[src/rtl/usb_pkg.sv]
// rtl/usb_pkg.sv - shared USB transmit-path types and constants
//
// Purpose: common definitions for the USB transmit serial path.
//   USB_STUFF_LEN : number of consecutive 1s that forces a stuffed 0.
//   bs_state_t    : bit-stuffer state encoding.
package usb_pkg;

  localparam int USB_STUFF_LEN = 6;

  typedef enum logic [1:0] {
    BS_IDLE,
    BS_SEND,
    BS_STUFF
  } bs_state_t;

endpackage

[src/rtl/bit_stuff_encode.sv]
// rtl/bit_stuff_encode.sv - USB transmit bit stuffer
//
// Purpose: inserts a 0 after every STUFF_LEN consecutive 1s in the serial
// packet+CRC stream. It stalls the upstream stage for each inserted bit.
//
// Ports:
//   clock     in   system clock, all flops on posedge
//   reset_n   in   asynchronous active-low reset
//   in_bit    in   serial bit from the CRC encoder
//   in_valid  in   in_bit valid; high for the whole packet
//   bs_ready  out  stuffer accepts in_bit this cycle (low while stuffing)
//   out_bit   out  stuffed serial bit to the NRZI encoder (registered)
//   out_valid out  out_bit valid (registered)
//   out_eop   out  one-cycle pulse after the final out_valid of a packet
module bit_stuff_encode
  import usb_pkg::*;
#(
  parameter int STUFF_LEN = USB_STUFF_LEN
) (
  input  logic clock,
  input  logic reset_n,
  input  logic in_bit,
  input  logic in_valid,
  output logic bs_ready,
  output logic out_bit,
  output logic out_valid,
  output logic out_eop
);

  localparam int CW = $clog2(STUFF_LEN + 1);
  localparam logic [CW-1:0] RUN_LAST = CW'(STUFF_LEN - 1);
  localparam logic [CW-1:0] RUN_FULL = CW'(STUFF_LEN);

  bs_state_t     state_q, state_d;
  logic [CW-1:0] ones_cnt_q, ones_cnt_d;
  logic          out_bit_q, out_bit_d;
  logic          out_valid_q, out_valid_d;
  logic          out_eop_q, out_eop_d;

  // Decoded from state alone so upstream sees no path from in_valid.
  assign bs_ready  = (state_q != BS_STUFF);
  assign out_bit   = out_bit_q;
  assign out_valid = out_valid_q;
  assign out_eop   = out_eop_q;

  always_comb begin
    state_d     = state_q;
    ones_cnt_d  = ones_cnt_q;
    out_bit_d   = out_bit_q;
    out_valid_d = 1'b0;
    out_eop_d   = 1'b0;

    case (state_q)
      BS_IDLE, BS_SEND: begin
        if (in_valid) begin
          out_bit_d   = in_bit;
          out_valid_d = 1'b1;
          if (in_bit) begin
            if (ones_cnt_q == RUN_LAST) begin
              ones_cnt_d = RUN_FULL;
              state_d    = BS_STUFF;
            end else begin
              ones_cnt_d = ones_cnt_q + CW'(1);
              state_d    = BS_SEND;
            end
          end else begin
            ones_cnt_d = '0;
            state_d    = BS_SEND;
          end
        end else if (state_q == BS_SEND) begin
          // End of packet: close it out and drop any pending run.
          out_eop_d  = 1'b1;
          ones_cnt_d = '0;
          state_d    = BS_IDLE;
        end
      end

      BS_STUFF: begin
        // Upstream is held off this cycle; in_bit/in_valid are ignored.
        out_bit_d   = 1'b0;
        out_valid_d = 1'b1;
        ones_cnt_d  = '0;
        state_d     = BS_SEND;
      end

      default: begin
        state_d    = BS_IDLE;
        ones_cnt_d = '0;
      end
    endcase
  end

  always_ff @(posedge clock or negedge reset_n) begin
    if (!reset_n) begin
      state_q     <= BS_IDLE;
      ones_cnt_q  <= '0;
      out_bit_q   <= 1'b0;
      out_valid_q <= 1'b0;
      out_eop_q   <= 1'b0;
    end else begin
      state_q     <= state_d;
      ones_cnt_q  <= ones_cnt_d;
      out_bit_q   <= out_bit_d;
      out_valid_q <= out_valid_d;
      out_eop_q   <= out_eop_d;
    end
  end

endmodule

[config.mk]
export PLATFORM = sky130hd
export DESIGN_NAME = bit_stuff_encode
export DESIGN_NICKNAME = d
export VERILOG_FILES = /design/src/rtl/usb_pkg.sv /design/src/rtl/bit_stuff_encode.sv
export SDC_FILE = /design/constraint.sdc
export NUM_CORES = 1
export LEC_CHECK = 0
export ABC_CLOCK_PERIOD_IN_PS = 1200
export BUFFER_PORTS_ARGS = -buffer_cell sky130_fd_sc_hd__buf_2
export CAP_MARGIN = 10
export CORE_AREA = 3 3 40 42
export DETAILED_ROUTE_END_ITERATION = 6
export DIE_AREA = 0 0 43 45
export SYNTH_ARGS = -nofsm -noshare
export SYNTH_HDL_FRONTEND = slang
export SYNTH_SLANG_ARGS = --single-unit
export TNS_END_PERCENT = 100
[constraint.sdc]
create_clock -name clock -period 1.2 [get_ports clock]
set_input_delay 0 -clock clock [delete_from_list [all_inputs] [get_ports clock]]
set_output_delay 0 -clock clock [all_outputs]
set_load 0.03 [all_outputs]
; Yosys cells after proc, flatten, opt, wreduce, memory -nomap -nowiden
; Cells that the tools add are included.
; W data, S select, Z words.
[classes]
n_reduce_logical = 4
mux = 17
add_sub_neg = 1
n_eq_ne = 6
[ops]
columns = op, n
row1 = $mux W3, 5
row2 = $mux W2, 4
row3 = $mux W1, 5
row4 = $ne A2 B2 Y1 const B, 2
row5 = $pmux W1 S2, 2
row6 = $pmux W2 S2, 1
row7 = $add A3 B1 Y3 const B, 1
row8 = $eq A3 B3 Y1 const B, 1
row9 = $ne A3 B3 Y1 const B, 1
row10 = $eq A2 B1 Y1 const B, 1
row11 = $eq A2 B2 Y1 const B, 1
row12 = $logic_not A2 Y1, 1
row13 = $reduce_and A2 Y1, 1
row14 = $reduce_bool A2 Y1, 1
row15 = $reduce_or A2 Y1, 1
[totals]
ff_bits = 8
output_inout_bits = 4
wordCells = 33

; Logic depth before layout (Yosys ltp)
[depth]
depth_word = 5
mapped_depth = 5
depth_no_buf = 5

; Worst setup path after synthesis
; OpenSTA, ideal clock, no wires.
[synth_path]
path_type = register to register
startpoint = register ones_cnt_q[0]
endpoint = register ones_cnt_q[2]
arrival_time_ps = 956
period_less_slack_ps = 1074
setup_ps = 118
stages_incl_launch_ff = 5
setup_slack_ps = 126
cell_sequence = dfrtp_1 ha_1 nand3b_1 a21oi_2 nor2_1
[synth_between]
elab_chain_cells = 5
word_cells_on_any_way = 6
classes_between = 1 x add/sub / 1 x eq/ne / 4 x mux
[synth_lines]
columns = item, line
row1 = from (decl), bit_stuff_encode.sv:35  ; logic [CW-1:0] ones_cnt_q, ones_cnt_d;
row2 = from (signal assigned), bit_stuff_encode.sv:102  ; ones_cnt_q <= ones_cnt_d;
row3 = $add A3 B1 Y3 or $eq A3 B3 Y1 (tied branches), "bit_stuff_encode.sv:63, bit_stuff_encode.sv:59"
row4 = $mux W3 (*), bit_stuff_encode.sv:59  ; if (ones_cnt_q == RUN_LAST) begin
row5 = $mux W3 (*), bit_stuff_encode.sv:58  ; if (in_bit) begin
row6 = $mux W3 (*), bit_stuff_encode.sv:55  ; if (in_valid) begin
row7 = $mux W3 (*), bit_stuff_encode.sv:53  ; case (state_q)
; Mark *: on every way between the ends. The rest lies on a longest branch, timed or not.
; A chain may end at the register's enable or synchronous reset.

; Final worst setup path
; Ends and elaborated chain as after synthesis.

==> results list <==
- The congestion estimate from routability-driven global placement came to 0.689.
* Wire length of the first global-routing pass: 1010 um
- Yosys synthesis warning count: 0
- The number of pins exceeding their max-slew limit in the final report was 0.
* Portion of the post-synthesis area used by sequential elements: 56.7%
* Initial DRC Count: 3
- Worst slew margin: 83.5%
* RR Startpoint: ones_cnt_q[0]
- For this run, the total global-route usage over all layers was measured as 7.56%.
- In this run the cell area measured after placement is 414 um^2.
- Setup fix buffers added after clock tree synthesis: 0
- Switching share of power: 23.4%
- Counting flops with a built-in enable in the synthesized netlist gives 0.
- Cells traversed along the worst timing path: ha_1 -> nand3b_1 -> a21oi_2 -> nor2_1
- In this run the clock root is driven by a clkbuf_4.
- In this run the power spent charging and discharging nets is 0.000132 W.
- Of the total synthesized cell area, the portion taken by XOR and XNOR cells is 0%.
- The run finished with clean final reports.
* Actual transition at the worst max-transition pin: 0.246 ns
- Synthesized-area fraction occupied by ao, oa, aoi and oai cells: 15.2%
* Die X: 43 um
* Post-synth top area share: 56.7%
- The number of buffers and inverters on the critical path is 0.
* Summed negative setup slack over all endpoints: 0 ns
- Required time of the worst setup path: 1.34 ns
* Pin count of the biggest net entering global routing: 9
- Share of synthesized area spent on multiplexers: 0%
* Pwr dens: 1210 nW/um^2
* FMAX: 891 MHz
- Number of clock sinks seen by CTS: 8
- Die outline area: 1940 um^2
- Combinational cells account for 13.6% of the total power.
- In the synthesized netlist, the number of instances is 31.
- Largest family of logic cells by synthesized area: simple AND/OR/NAND/NOR gates
- Across all layers, the routed design uses 259 vias.
- Clk_lat worst skew: 0.25 ns
- Vias in the first global route: 232
- The synthesized netlist contains 18 unique library cells.
- 0 antenna diodes ended up in the layout.
* Post-layout minimum cycle time: 1.12 ns
* Top-level I/O count: 8
* Area fraction in and, or, nand and nor cells after synthesis: 17.7%
- Slowest cell on the critical path: dfrtp_1
* Most numerous cell in the Yosys netlist: dfrtp_1
- The longest clock path from root to sink contains 2 buffers.
- After detailed routing, the number of remaining DRC violations is 0.
* Largest vdd supply drop: 0.616 mV
* Commonest register cell after synthesis: dfrtp_1
* Iteration count of the initial detailed-routing pass: 3
* Worst path top cell family by delay: flip-flops
* Worst Setup Path Type: reg -> reg
- STA classifies the critical path startpoint as a flop.
* Count of input and output buffers: 7
* CORE AREA: 1280 um^2
* Launching instance or port of the critical path: ones_cnt_q[0]
- After the last flow step, the layout net total stands at 53.
- Most area-consuming cells after synthesis: dfrtp_1 57%, ha_1 7.1%, nor3b_1 4.3%
* Post-Syn Area: 353 um^2
- Leading area contributor after synthesis: dfrtp_1
* Layout Area Growth over Synthesis: 32.3%
- Share of flip-flops with an asynchronous set or reset after synthesis: 100%
* Number of placement rows: 13
* Half-perimeter wire length after detailed placement: 478 um
- The post-route netlist has 31.1% of its cells at a drive strength greater than 1.
- The largest single stage delay on the critical path is 0.41 ns.
- Once layout is done, the placed cells without fillers occupy 467 um^2.
- Detail Route Antenna Nets: 0
* Post-Synth Adder-Cell Area: 7.09%
- Number of clock buffers inserted by TritonCTS: 3
* Final global-route overflow total: 0
- The internal portion of the total power is 0.000432 W.
* Setup violations, final: 0
- On the final layout, the worst clock skew is 0.00232 ns.
* Number of nets in the synthesized netlist: 37
- The share of total power dissipated in the clock network is 34.6%.
- In this run, synthesis produced a sequential element count of 8.
* Final hold vios: 0
- In the routed layout, each cell is associated on average with a via count of 4.32.
- Unrepaired setup endpoints after global routing: no
- Worst-path maximum fanout: 4
- Clock-pin slew was measured on the worst setup and hold paths at 0.05 ns.
- The initial utilization of the core area, before any placement, comes to 27.5%.
- Clock tree from TritonCTS: yes
* Capturing element type of the critical path: flop
- Avg Inst Size Synth: 11.4 um^2
- Worst min-delay path category: in -> async
- Die outline height: 45 um
- Post-detailed-routing wire length: 631 um
- Initial antenna violation count: 0
- STA puts the critical path data arrival time at 1.26 ns.
- Maximum capacitance violations: 0
* Sequential group share of total power: 51.8%
- Post-detailed-route wirelength per cell: 10.5 um
* H-tree level count: 1
* Final period util: 93.6%
- Standby leakage power: 0.219 nW
-- path summary, 6_finish.rpt --
| check | end | slack [ns] | cells after the start |
|---|---|---|---|
| max reg2reg | ones_cnt_q[2] | 0.08 | 4 |
| min reg2reg | out_bit | 0.47 | 1 |
| min in group clock | out_bit | 0.47 | 1 |
| max in group asynchronous | out_eop | 0.91 | 2 |
| min | state_q[0] | 0.12 | 2 |
| max | ones_cnt_q[2] | 0.08 | 4 |
-- timing repair --
| action | in CTS | in global routing |
|---|---|---|
| hold endpoints to repair | 10 | 0 |
| resized for setup | 0 | 0 |
| hold buffers | 3 | 0 |
-- power by group through the flow --
stage	Clock (W)	Combinational, W	Sequential (W)
after floorplan	0	0.0000302	0.000309
after global placement	0	0.0000697	0.000296
after detailed placement	0	0.0000703	0.000297
after CTS	0.000209	0.0000780	0.000292
after global routing	0.000225	0.0000839	0.000294
final	0.000195	0.0000766	0.000292
-- per-layer routing --
layer  up-vias  wire length (um)  track usage, %
met5         -                 0               0
met4         0                 0            1.81
met3         0                33            4.78
met2         4               286            11.1
met1       114               311            9.41
li1        141                 -               -
-- cell families after synthesis --
logic type | count (synthesis)
compound gates | 8
fa+ha+maj | 2
buf+inv | 3
flops | 8
simple gates | 10
-- layout make-up --
class	instances	area, um^2
fill	127	818
clock buffer	3	22.5
sequential	8	200
inverter	3	11.3
timing repair buffer	11	72.6
tap	15	18.8
multi-input combinational	20	141
-- through the flow --
step	total power (W)	hold slack [ns]	setup WS (ns)	utilization, %	instances
after floorplan	0.000340	-0.296	0.126	-	31
after global placement	0.000366	-0.146	0.0937	32.2	54
after detailed placement	0.000367	-0.148	0.0803	32.2	54
after CTS	0.000580	0.116	0.0684	36.3	60
after global routing	0.000603	0.121	0.00341	36.3	60
final	0.000564	0.121	0.0772	36.3	60
-- cell usage in the layout (no fill, tap or decap), types with 2 or more instances in the layout --
cell	synthesis	final
dfrtp_1	8	8
buf_2	0	7
clkbuf_4	0	3
dlygate4sd3_1	0	3
nand2_1	2	2
o21ai_1	2	2
inv_1	2	2
nor3b_1	2	2
a21oi_1	2	2
ha_1	2	2
-- flip-flops by register name (all words and copies together) (netlist names) --
signal      flops
out_bit         1
ones_cnt_q      3
state_q         2
out_valid       1
out_eop         1
-- worst register-to-register path, stage by stage, from the launching register on --
cell and delay [ns]:
dfrtp_1 0.41, ha_1 0.25, nand3b_1 0.18, a21oi_2 0.13
nor2_1 0.05
Power figures use the tool's default switching activity.
